<file path="src/rtl/cp0_excctl.sv">
// CP0 exception control: Status/Cause/EPC/BadVAddr/Count/Compare/PRId,
// interrupt gating, exception take sequencing, eret and the Count/Compare timer.
module cp0_excctl #(
    parameter int unsigned NUM_INT    = 6,
    parameter bit          TIMER_EN   = 1'b1,
    parameter logic [31:0] PRID       = 32'h0000_4D50,
    parameter logic [31:0] EXC_VECTOR = 32'h0000_4180
) (
    input  logic               clk,
    input  logic               reset,
    input  logic [4:0]         addr,
    input  logic [31:0]        wdata,
    input  logic               we,
    output logic [31:0]        rdata,
    input  logic [31:0]        pc,
    input  logic               in_bd,
    input  logic               exc_req,
    input  logic [4:0]         exc_code,
    input  logic [31:0]        badvaddr,
    input  logic [NUM_INT-1:0] hw_int,
    input  logic               eret,
    output logic               exc_take,
    output logic [31:0]        handler_pc,
    output logic [31:0]        epc,
    output logic               timer_irq
);

    localparam int unsigned IP_LO = 10;
    localparam int unsigned IP_HI = IP_LO + NUM_INT - 1;

    typedef enum logic [4:0] {
        REG_BADVADDR = 5'd8,
        REG_COUNT    = 5'd9,
        REG_COMPARE  = 5'd11,
        REG_STATUS   = 5'd12,
        REG_CAUSE    = 5'd13,
        REG_EPC      = 5'd14,
        REG_PRID     = 5'd15
    } cp0_reg_e;

    logic [NUM_INT-1:0] im_q, im_d;
    logic               exl_q, exl_d;
    logic               ie_q, ie_d;
    logic               bd_q, bd_d;
    logic               ti_q, ti_d;
    logic [NUM_INT-1:0] ip_q, ip_d;
    logic [4:0]         exc_code_q, exc_code_d;
    logic [31:0]        epc_q, epc_d;
    logic [31:0]        badvaddr_q, badvaddr_d;
    logic [31:0]        count_q, count_d;
    logic [31:0]        compare_q, compare_d;

    logic               int_pending;
    logic               wr_en;
    logic [31:0]        count_inc;
    logic [31:0]        status_rd;
    logic [31:0]        cause_rd;

    // Interrupt gating and take decision from registered state only.
    always_comb begin
        int_pending = (|(ip_q & im_q)) && ie_q && !exl_q;
        exc_take    = int_pending || exc_req;
    end

    // Next-state: take/eret first, then mtc0 (never in a take cycle), then timer.
    always_comb begin
        im_d       = im_q;
        exl_d      = exl_q;
        ie_d       = ie_q;
        bd_d       = bd_q;
        ti_d       = ti_q;
        exc_code_d = exc_code_q;
        epc_d      = epc_q;
        badvaddr_d = badvaddr_q;
        count_d    = count_q;
        compare_d  = compare_q;
        count_inc  = count_q + 32'd1;
        wr_en      = we && !exc_take;

        ip_d = hw_int;
        if (TIMER_EN) begin
            ip_d[NUM_INT-1] = hw_int[NUM_INT-1] | ti_q;
        end

        if (exc_take) begin
            exl_d      = 1'b1;
            exc_code_d = int_pending ? 5'd0 : exc_code;
            if (!exl_q) begin
                epc_d = in_bd ? (pc - 32'd4) : pc;
                bd_d  = in_bd;
            end
            if (!int_pending && (exc_code == 5'd4 || exc_code == 5'd5)) begin
                badvaddr_d = badvaddr;
            end
        end else if (eret) begin
            exl_d = 1'b0;
        end

        if (wr_en) begin
            case (addr)
                REG_STATUS: begin
                    im_d  = wdata[IP_HI:IP_LO];
                    exl_d = wdata[1];
                    ie_d  = wdata[0];
                end
                REG_CAUSE: begin
                    bd_d       = wdata[31];
                    exc_code_d = wdata[6:2];
                end
                REG_EPC: epc_d = {wdata[31:2], 2'b00};
                default: ;
            endcase
        end

        // A Count write replaces the increment and suppresses the match;
        // a Compare write clears TI even if a match happens in the same cycle.
        if (TIMER_EN) begin
            if (wr_en && addr == REG_COUNT) begin
                count_d = wdata;
            end else begin
                count_d = count_inc;
                if (count_inc == compare_q) begin
                    ti_d = 1'b1;
                end
            end
            if (wr_en && addr == REG_COMPARE) begin
                compare_d = wdata;
                ti_d      = 1'b0;
            end
        end else begin
            count_d   = '0;
            compare_d = '0;
            ti_d      = 1'b0;
        end
    end

    // Register update; synchronous reset overrides every other event.
    always_ff @(posedge clk) begin
        if (reset) begin
            im_q       <= '1;
            exl_q      <= 1'b0;
            ie_q       <= 1'b1;
            bd_q       <= 1'b0;
            ti_q       <= 1'b0;
            ip_q       <= '0;
            exc_code_q <= '0;
            epc_q      <= '0;
            badvaddr_q <= '0;
            count_q    <= '0;
            compare_q  <= '0;
        end else begin
            im_q       <= im_d;
            exl_q      <= exl_d;
            ie_q       <= ie_d;
            bd_q       <= bd_d;
            ti_q       <= ti_d;
            ip_q       <= ip_d;
            exc_code_q <= exc_code_d;
            epc_q      <= epc_d;
            badvaddr_q <= badvaddr_d;
            count_q    <= count_d;
            compare_q  <= compare_d;
        end
    end

    // mfc0 read mux; reflects pre-write state in a write cycle.
    always_comb begin
        status_rd              = '0;
        status_rd[IP_HI:IP_LO] = im_q;
        status_rd[1]           = exl_q;
        status_rd[0]           = ie_q;

        cause_rd               = '0;
        cause_rd[31]           = bd_q;
        cause_rd[30]           = ti_q;
        cause_rd[IP_HI:IP_LO]  = ip_q;
        cause_rd[6:2]          = exc_code_q;

        case (addr)
            REG_BADVADDR: rdata = badvaddr_q;
            REG_COUNT:    rdata = count_q;
            REG_COMPARE:  rdata = compare_q;
            REG_STATUS:   rdata = status_rd;
            REG_CAUSE:    rdata = cause_rd;
            REG_EPC:      rdata = epc_q;
            REG_PRID:     rdata = PRID;
            default:      rdata = '0;
        endcase
    end

    assign handler_pc = EXC_VECTOR;
    assign epc        = epc_q;
    assign timer_irq  = ti_q;

endmodule
</file>
<file path="config.mk">
export PLATFORM = sky130hd
export DESIGN_NAME = cp0_excctl
export DESIGN_NICKNAME = d
export VERILOG_FILES = /design/src/rtl/cp0_excctl.sv
export SDC_FILE = /design/constraint.sdc
export NUM_CORES = 1
export LEC_CHECK = 0
export BUFFER_PORTS_ARGS = -buffer_cell sky130_fd_sc_hd__clkbuf_2
export CORE_MARGIN = 3
export CORE_UTILIZATION = 49
export CTS_CLUSTER_DIAMETER = 150
export CTS_CLUSTER_SIZE = 28
export DETAILED_ROUTE_END_ITERATION = 8
export GPL_ROUTABILITY_DRIVEN = 0
export PLACE_DENSITY = 0.79
export SLEW_MARGIN = 20
export SYNTH_ARGS = -nofsm -noshare
export SYNTH_HDL_FRONTEND = slang
export SYNTH_SLANG_ARGS = --single-unit
export TNS_END_PERCENT = 50
</file>
<file path="constraint.sdc">
create_clock -name clk -period 2.5 [get_ports clk]
set_clock_uncertainty 0.1 [all_clocks]
set_input_delay 0.5 -clock clk [delete_from_list [all_inputs] [get_ports clk]]
set_output_delay 0.5 -clock clk [all_outputs]
set_load 0.02 [all_outputs]
</file>
Word level (Yosys, flattened, before mapping)

Index checks and enable logic that the tools add are counted.

Eq/ne operators: 10
Add/sub/neg operators: 2
Bitwise operators: 3
Mux-type cells: 19
Reduce and logical (&&, ||, !) cells: 16

Operators with widths:

| kind                                                | count |
|---|---|
| case mux 32 bit (7 select lines)                    | 1 |
| 2-to-1 mux 32 bit                                   | 6 |
| == test 5 x 4 -> 1 bit (second input constant)      | 7 |
| adder 32 x 1 -> 32 bit (second input constant)      | 1 |
| == test 32 bit                                      | 1 |
| subtractor 32 x 3 -> 32 bit (second input constant) | 1 |
| 2-to-1 mux 5 bit                                    | 4 |
| == test 5 x 3 -> 1 bit (second input constant)      | 2 |
| 2-to-1 mux 1 bit                                    | 8 |
| bitwise AND 6 bit                                   | 1 |
| logical AND 1 bit                                   | 6 |
| AND reduction 2 bit                                 | 3 |
| OR reduction 6 bit                                  | 1 |
| logical NOT 1 bit                                   | 3 |
| logical OR 1 bit                                    | 2 |
| OR reduction 2 bit                                  | 1 |
| NOT 1 bit                                           | 1 |
| OR 1 bit                                            | 1 |

Bits of input ports: 118
Register bits: 149
Output and inout port bits: 98

Logic depth before layout (Yosys ltp)

Gate-level depths: netlist of the first run.

Depth in word-level cells: 10
Depth in mapped cells: 10
Depth with buffers taken out: 9

Worst setup path before layout of the first run

Ideal clock, no wire load.

Path type: input -> output
Start point: input port addr[4]
End point: output port rdata[10]
Cell stages on the path: 6
Data arrival time: 2.240 ns
Data required time: 1.900 ns
Slack: -0.340 ns
Path buffers: 2
Cells stage by stage: or3b_1 clkbuf_1 nor3b_1 clkbuf_1 a221oi_1 nand3_1

Word-level cells in the longest chain between the ends: 2
Elaborated cells between the ends (all ways): 8

RTL lines:

| element                            | line | RTL |
|---|---|---|
| start: declaration                 | 11   | `input logic [4:0] addr,` |
| == test 5 x 4 -> 1 bit             | 179  | `case (addr)` |
| case mux 32 bit (7 select lines) * | 179  |  |
| end: declaration                   | 14   | `output logic [31:0] rdata,` |

Every way passes the cells marked *; elsewhere a longest branch is shown, timed or not.

Worst setup path after layout of the first run

Start point: register count_q[0]
End point: register ti_q, in the netlist timer_irq

Word-level cells in the longest chain between the ends: 3

RTL lines:

| element                       | line | RTL |
|---|---|---|
| start: declaration            | 50   | `logic [31:0] count_q, count_d;` |
| start signal: assignment      | 161  | `count_q <= count_d;` |
| adder 32 x 1 -> 32 bit        | 77   | `count_inc = count_q + 32'd1;` |
| == test 32 bit                | 122  | `if (count_inc == compare_q) begin` |
| AND reduction 2 bit (no line) | n/a  |  |
| end signal: assignment        | 156  | `ti_q <= ti_d;` |
| end: declaration              | 45   | `logic ti_q, ti_d;` |

Every way passes these cells.
A chain may end at the register's enable or synchronous reset.

==> results of run 1 <==
==> placed cells by master (no fill, tap or decap), types with 10 or more instances in the layout <==
cell type | Yosys | final
o211ai_1 | 14 | 14
mux2i_1 | 10 | 10
o21ai_0 | 29 | 18
nand3_1 | 17 | 14
a222oi_1 | 16 | 16
mux2_2 | 17 | 17
buf_4 | 33 | 119
nor2b_1 | 15 | 15
dfxtp_1 | 149 | 139
a22oi_1 | 31 | 30
conb_1 | 2 | 32
a21oi_1 | 115 | 114
clkbuf_2 | 0 | 167
buf_6 | 7 | 19
xnor2_1 | 48 | 47
nand4_1 | 19 | 19
nand2_1 | 208 | 207
nor2_1 | 99 | 94
a211oi_1 | 41 | 41
clkbuf_16 | 0 | 18
xor2_1 | 34 | 32
o21ai_1 | 1 | 12
nor3_1 | 27 | 16
==> area by class of cell <==
type                            count  area, um2  area share (%)
Multi-Input combinational cell    863       5328           46.68
Clock inverter                     11      147.6           1.294
Timing Repair Buffer              321       2160           18.92
Tap cell                          220      275.3           2.412
Sequential cell                   149       2998           26.27
Clock buffer                       21      470.5           4.122
Inverter                            9      33.78          0.2960
==> layer usage <==
| layer | wire length [um] | part of all wire (%) | track usage [%] | vias up |
|---|---|---|---|---|
| met2 | 14660 | 45 | 49.92 | 708 |
| met1 | 12650 | 39 | 42.23 | 4452 |
| met4 | 1293 | 4.0 | 13.05 | 0 |
| li1 | - | - | - | 4354 |
| met3 | 3717 | 11 | 7.148 | 109 |
| met5 | 0 | 0 | 0 | - |
==> sequential cells by signal (all words and copies together) (netlist names) <==
name and cells:
im_q 6, bd_q 1, epc 32, ip_q 6, count_q 32, badvaddr_q 32, exl_q 1, timer_irq 1
ie_q 1, exc_code_q 5, compare_q 32
==> worst min-delay path, delay by kind of cell <==
family | cells | cell delay (ps)
simple gates | 1 | 40
buf+inv | 1 | 80
compound gates | 1 | 50
==> cells by family (layout without fill, tap and decap cells) <==
| family | count (synthesis) | in the layout | synth area share [%] |
|---|---|---|---|
| xor+xnor | 83 | 83 | 8.566 |
| mux | 27 | 27 | 3.400 |
| flops | 149 | 149 | 34.79 |
| compound gates | 270 | 270 | 20.49 |
| fa+ha+maj | 2 | 2 | 0.2918 |
| other cells | 2 | 32 | 0.08759 |
| simple gates | 449 | 449 | 24.95 |
| buf+inv | 120 | 362 | 7.427 |
==> timing repair <==
| action | 4_1_cts | 5_1_grt |
|---|---|---|
| cloned | 0 | 3 |
| buffers inserted | 2 | 0 |
| setup endpoints to repair | 15 | 25 |
| pin swaps | 16 | 10 |
| gates resized for setup | 42 | 49 |
==> path summary, 6_finish.rpt <==
path | endpoint | slack (ps) | cells past startpoint
max | timer_irq | -190 | 10
min | badvaddr_q[24] | 190 | 3
max reg2reg | timer_irq | -190 | 10
min reg2reg | badvaddr_q[24] | 360 | 2
==> where the power goes <==
part / internal (mW) / switching, mW
combinational: 0.357 / 0.545
sequential: 2.46 / 0.0977
clock: 1.65 / 1.06
total: 4.47 / 1.70
==> impl_results.md, run 1 <==
- Status: complete, but fails checks
- Violated checks: negative setup slack
- Area delta synth->final: 33.10%
- Core area: 0.01688 mm2
- Crit path arrival time: 2950 ps
- RSZ-0062 raised after global routing: yes
- Iteration-0 DRC Markers: 1299
- Share of cells above drive strength 1: 31.44%
- Final Worst Setup Slack: -185.7 ps
- Filler Cells Inserted: 1302
- Final Routed Wirelength: 32.32 mm
- Largest area contributor in the netlist: dfxtp_1
- Largest net degree at the start of global routing: 150
- Async S/R FF share, synth: 0%
- Largest stage delay, worst path: 540 ps
- Cell with the most instances on the worst path: nand4_1
- DR vias: 9623
- Worst Setup Path Type: reg2reg
- First-pass GRT wire length: 49.00 mm
- Grt ovf: 0
- Port bufs: 183
- Total CTS buffers: 17
- Final Slew Violations: 0
- Die footprint: 0.01912 mm2
- Final min period: 2686 ps
- Worst setup EP type: flip-flop
- Initial Util: 50.80%
- Syn_area_per_cell: 7.781 um2
- Power, Total: 6.169 mW
- Synth Instances: 1102
- Dpl hpwl: 23.59 mm
- First-pass detailed-route iteration total: 8
- WP buf/inv: 1
- CTS tree: done
- Final TNS setup: -316.6 ps
- Reg-to-Reg Start: count_q[0]
- Final hold vios: 0
- CTS H-tree depth: 4
- Seq/Total Area, Yosys: 34.79%
- Critical Path, Cell by Cell: ha_4 > buf_6 > xnor2_2 > xor2_1 > nand4_1 > a311o_1 > nor4_2 > nand4_1 > or4_1 > o21ai_1
- Final ANT Viol Nets: 0
- Area share of the largest cell type after synthesis: 34.79%
- Place WS: -262.4 ps
- Die height: 138.3 um
- Cts hold-fix bufs: 0
- Final core occ: 67.62%
- Max VDD drop: 486.1 uV
- Clk_lat worst skew: 430 ps
- Hold Path Origin: badvaddr[24]
- Max-capacitance violation count: 0
- Worst hold slack: 191.5 ps
- Die width: 138.3 um
- Clock root buffer: clkbuf_16
- CP max stage cell: or4_1
- Max Root-Sink Buffers: 2
- Post-synth EDFFs: 0
- DRC: 0
- Slew @ Worst Pin: 721.9 ps
- Crit. Startpoint: count_q[0]
- Leak: 4.663 nW
- Fmax: 0.3723 GHz
- Vias in the first global route: 9073
- Seq cells post-synth: 149
- Area of the mapped netlist: 0.008574 mm2
- Slew headroom: 51.87%
- Worst EP required: 2760 ps
- Period utilization: 107.4%
- CP Max Fanout: 5
- Top-count cell post-synth: nand2_1
- Power per cell area: 540.6 mW/mm2
- Yosys warning count: 0
- CP startpoint kind: flip-flop
- Placed instance area: 0.01043 mm2
- Total track usage: 31.72%
- Finished Layout Cells: 1594
- Largest cells by area after synthesis: dfxtp_1 35%, nand2_1 9.1%, a21oi_1 6.7%
- # IOs: 216
- Clock slew seen by the registers of the worst setup and hold paths: 60 ps
- Final nets: 1481
- Worst Hold Class: in2reg
- Commonest cells post-synth: 208 x nand2_1, 149 x dfxtp_1, 115 x a21oi_1
- Most used DFF post-synth: dfxtp_1
- Setup-failing EPs final: 4
- # diodes: 0
- Crit-path leading delay family: simple AND/OR/NAND/NOR gates
- Initial antenna violation count: 0
- Clock sinks: 149
- Routed WL per cell: 20.28 um
- Cell count after placement: 1558
- Rows: 47
- Unique masters post-synth: 71
- Post-route cell area: 0.01141 mm2
- Routed vias/inst: 6.037
No activity file was read; power rests on OpenSTA's default activity.
==> run 2, diff against run 1 <==
ABC_AREA = 1   (was default)
REMOVE_ABC_BUFFERS = 1   (was default)
==> run 2 against run 1 <==
Compared with the run above:
- the flow still finishes with violations (negative setup slack)
- maximum frequency up 4.9%
- non-clock buffer count fell by 95
- synthesized cell count is 21% higher
- count of clock-buffer cells in the layout down 4
- routed wire length shrank 5.6%
- first-iteration DRC count decreased by 7.9%
- core utilization shrank 5.7 points
- via count increased by 4.2%
- clock power is 5% lower
- sequential cell count did not move
- hold slack lost 43 ps
- critical path depth is 1 lower
- critical path type is now in2out
- highest routed layer unchanged
==> impl_results.md, run 2 <==
- Final ANT Viol Nets: 0 (unchanged)
- Dpl hpwl: 23.24 mm (was 23.59 mm)
- Crit. Startpoint: addr[2] (was count_q[0])
- Max-capacitance violation count: 0 (unchanged)
- Place WS: -112.1 ps (was -262.4 ps)
- Final Routed Wirelength: 30.50 mm (was 32.32 mm)
- Area of the mapped netlist: 0.008874 mm2 (was 0.008574 mm2)
- Unique masters post-synth: 46 (was 71)
- Synth Area in XOR/XNOR: 3.384% (was 8.566%)
- Worst setup EP type: primary output (was flip-flop)
- Port bufs: 183 (unchanged)
- CTS tree: done (unchanged)
- Final nets: 1643 (was 1481)
- Commonest cells post-synth: 243 x nand2_1, 162 x o21ai_0, 152 x inv_1 (was 208 x nand2_1, 149 x dfxtp_1, 115 x a21oi_1)
- Total CTS buffers: 17 (unchanged)
- Final hold vios: 0 (unchanged)
- Worst EP required: 1900 ps (was 2760 ps)
- Reg-to-Reg Start: count_q[0] (unchanged)
- Final Slew Violations: 0 (unchanged)
- Final Worst Setup Slack: -61.48 ps (was -185.7 ps)
- Die width: 140.6 um (was 138.3 um)
- Core area: 0.01754 mm2 (was 0.01688 mm2)
- Clock slew seen by the registers of the worst setup and hold paths: 70 ps (was 60 ps)
- Synth Instances: 1337 (was 1102)
- Area share of the largest cell type after synthesis: 33.62% (was 34.79%)
- Reg-to-reg endpoint: timer_irq (unchanged)
- Synth Area in Simple Gates: 26.61% (was 24.95%)
- Seq/Total Area, Yosys: 33.62% (was 34.79%)
- Share of cells above drive strength 1: 22.33% (was 31.44%)
- Comb power frac: 13.5% (was 14.6%)
- Initial Util: 50.60% (was 50.80%)
- Initial antenna violation count: 0 (unchanged)
- Die footprint: 0.01976 mm2 (was 0.01912 mm2)
- Slew @ Worst Pin: 725.6 ps (was 721.9 ps)
- Most used DFF post-synth: dfxtp_1 (unchanged)
- Commonest non-fill, non-tap cell in the layout: nand2_1 (unchanged)
- Clock Power Share: 43.8% (was 43.9%)
- Status: complete, but fails checks (unchanged)
- Main combinational cell family by area after synthesis: simple AND/OR/NAND/NOR gates (unchanged)
- First-pass GRT wire length: 47.35 mm (was 49.00 mm)
- Setup-failing EPs final: 2 (was 4)
- Iteration-0 DRC Markers: 1197 (was 1299)
- Top-count cell post-synth: nand2_1 (unchanged)
- Routed vias/inst: 5.696 (was 6.037)
- Largest cells by area after synthesis: dfxtp_1 34%, nand2_1 10%, o21ai_0 9.1% (was dfxtp_1 35%, nand2_1 9.1%, a21oi_1 6.7%)
- Violated checks: negative setup slack (unchanged)
- Period utilization: 102.5% (was 107.4%)
- Commonest non-fill, non-tap cells in the layout: 243 x nand2_1, 156 x o21ai_0, 156 x clkbuf_2, 149 x dfxtp_1, 148 x inv_1 (was 207 x nand2_1, 167 x clkbuf_2, 139 x dfxtp_1, 119 x buf_4, 114 x a21oi_1)
- Seq cells post-synth: 149 (unchanged)
- Syn_area_per_cell: 6.637 um2 (was 7.781 um2)
- Post-synth EDFFs: 0 (unchanged)
- Max VDD drop: 412.0 uV (was 486.1 uV)
- Synth Area in Adders: 0.2820% (was 0.2918%)
- Hold path depth: 3 (unchanged)
- CTS H-tree depth: 4 (unchanged)
- Hold Path Origin: hw_int[3] (was badvaddr[24])
- Die height: 140.6 um (was 138.3 um)
- First-pass detailed-route iteration total: 6 (was 8)
- Fmax: 0.3904 GHz (was 0.3723 GHz)
- CP startpoint kind: primary input (was flip-flop)
- Compound-Gate Fraction of Synth Area: 23.93% (was 20.49%)
- Rows: 48 (was 47)
- Internal reg-to-reg setup slack: 110 ps (was -190 ps)
- CP Max Fanout: 9 (was 5)
- Grt ovf: 0 (unchanged)
- Yosys warning count: 0 (unchanged)
- Cts hold-fix bufs: 0 (unchanged)
- Hold EP: ip_q[3] (was badvaddr_q[24])
- # diodes: 0 (unchanged)
- Switching Fraction: 29.97% (was 27.55%)
- DR vias: 10030 (was 9623)
- Final TNS setup: -67.40 ps (was -316.6 ps)
- Power, Total: 5.898 mW (was 6.169 mW)
- Async S/R FF share, synth: 0% (unchanged)
- Placed instance area: 0.01011 mm2 (was 0.01043 mm2)
- Vias in the first global route: 9329 (was 9073)
- Clk_lat worst skew: 440 ps (was 430 ps)
- Max Root-Sink Buffers: 2 (unchanged)
- Worst Setup Path Type: in2out (was reg2reg)
- Leak: 4.650 nW (was 4.663 nW)
- Clock root buffer: clkbuf_16 (unchanged)
- Mux share of post-synthesis cell area: 0% (was 3.400%)
- Crit path arrival time: 1960 ps (was 2950 ps)
- Final min period: 2561 ps (was 2686 ps)
- Post-route cell area: 0.01087 mm2 (was 0.01141 mm2)
- Seq pwr share: 42.7% (was 41.5%)
- DRC: 0 (unchanged)
- Area delta synth->final: 22.46% (was 33.10%)
- RSZ-0062 raised after global routing: yes (unchanged)
- Worst Hold Class: in2reg (unchanged)
- # IOs: 216 (unchanged)
- Slew headroom: 51.12% (was 51.87%)
- Largest net degree at the start of global routing: 92 (was 150)
- Power per cell area: 542.8 mW/mm2 (was 540.6 mW/mm2)
- Worst hold slack: 148.3 ps (was 191.5 ps)
- Power Internal: 4.130 mW (was 4.469 mW)
- Routed WL per cell: 17.32 um (was 20.28 um)
- Clock sinks: 149 (unchanged)
- Largest area contributor in the netlist: dfxtp_1 (unchanged)
- FF-to-FF path depth: 15 (was 10)
- Total track usage: 29.81% (was 31.72%)
- Psw: 1.768 mW (was 1.700 mW)
==> run 2: cell types whose count changed in the layout (fill, tap and decap cells not counted), sizes merged, moves of 41 or more <==
cell,change
nand3,+62
xnor2,-41
buf,-81
o21ai,+138
nand2,+50
nor2,+44
inv,+161
==> run 2: worst max path at each step <==
stage | cells after the start | slack, ps | to
finish | 9 | -60 | rdata[13]
global route | 9 | -110 | rdata[13]
CTS | 12 | -20 | rdata[15]
detailed placement | 9 | -110 | rdata[16]
global placement | 9 | -30 | rdata[6]
floorplan | 5 | -660 | count_q[10]
==> run 2: timing repair <==
action	4_1_cts	5_1_grt
hold endpoints to repair	0	0
setup buffers	0	2
endpoints found under the setup margin	23	33
resized for setup	4	76
pin swaps	0	3
==> run 2: area by class of cell <==
class                      instances  area [um2]
fill                            1604        6670
tap                              225       281.5
sequential                       149        2983
inverter                         161       618.1
clock buffer                      17       425.4
clock inverter                    15       155.1
timing repair buffer             226        1366
multi-input combinational        968        5037
==> run 2: critical path, cell delays in order <==
cell and delay, ps:
clkbuf_2 90, nand3b_1 240, nor3_4 290, inv_4 120
buf_12 170, o22ai_1 150, a21oi_1 100, nand4_1 130
buf_4 160
==> run 2: kinds of logic (layout without fill, tap and decap cells) <==
family,count (synthesis),count (layout)
AND/OR/NAND/NOR,520,520
AO/OA/AOI/OAI,386,386
buffers and inverters,250,419
flip-flops,149,149
XOR/XNOR,28,28
adder cells (fa/ha/maj),2,2
other,2,32
==> run 2: metal layers <==
layer | vias to the layer above | GRT usage, % | wire length (um)
met3 | 90 | 5.936 | 3148
met2 | 583 | 46.17 | 13630
met1 | 4559 | 41.12 | 12650
met5 | - | 0 | 0
met4 | 0 | 11.47 | 1071
li1 | 4799 | - | -
==> run 2: metrics by stage <==
step	util, %	cells
floorplan	-	1278
global placement	57.63	1728
detailed placement	57.63	1728
CTS	60.98	1760
global route	61.96	1761
finish	61.96	1761
==> run 2: power by group through the flow <==
stage | clock (mW) | sequential (mW) | combinational [mW]
global route | 2.68 | 2.53 | 0.861
floorplan | 0 | 2.60 | 0.366
CTS | 2.57 | 2.52 | 0.768
detailed placement | 0 | 2.57 | 0.761
finish | 2.58 | 2.52 | 0.795
global placement | 0 | 2.57 | 0.751
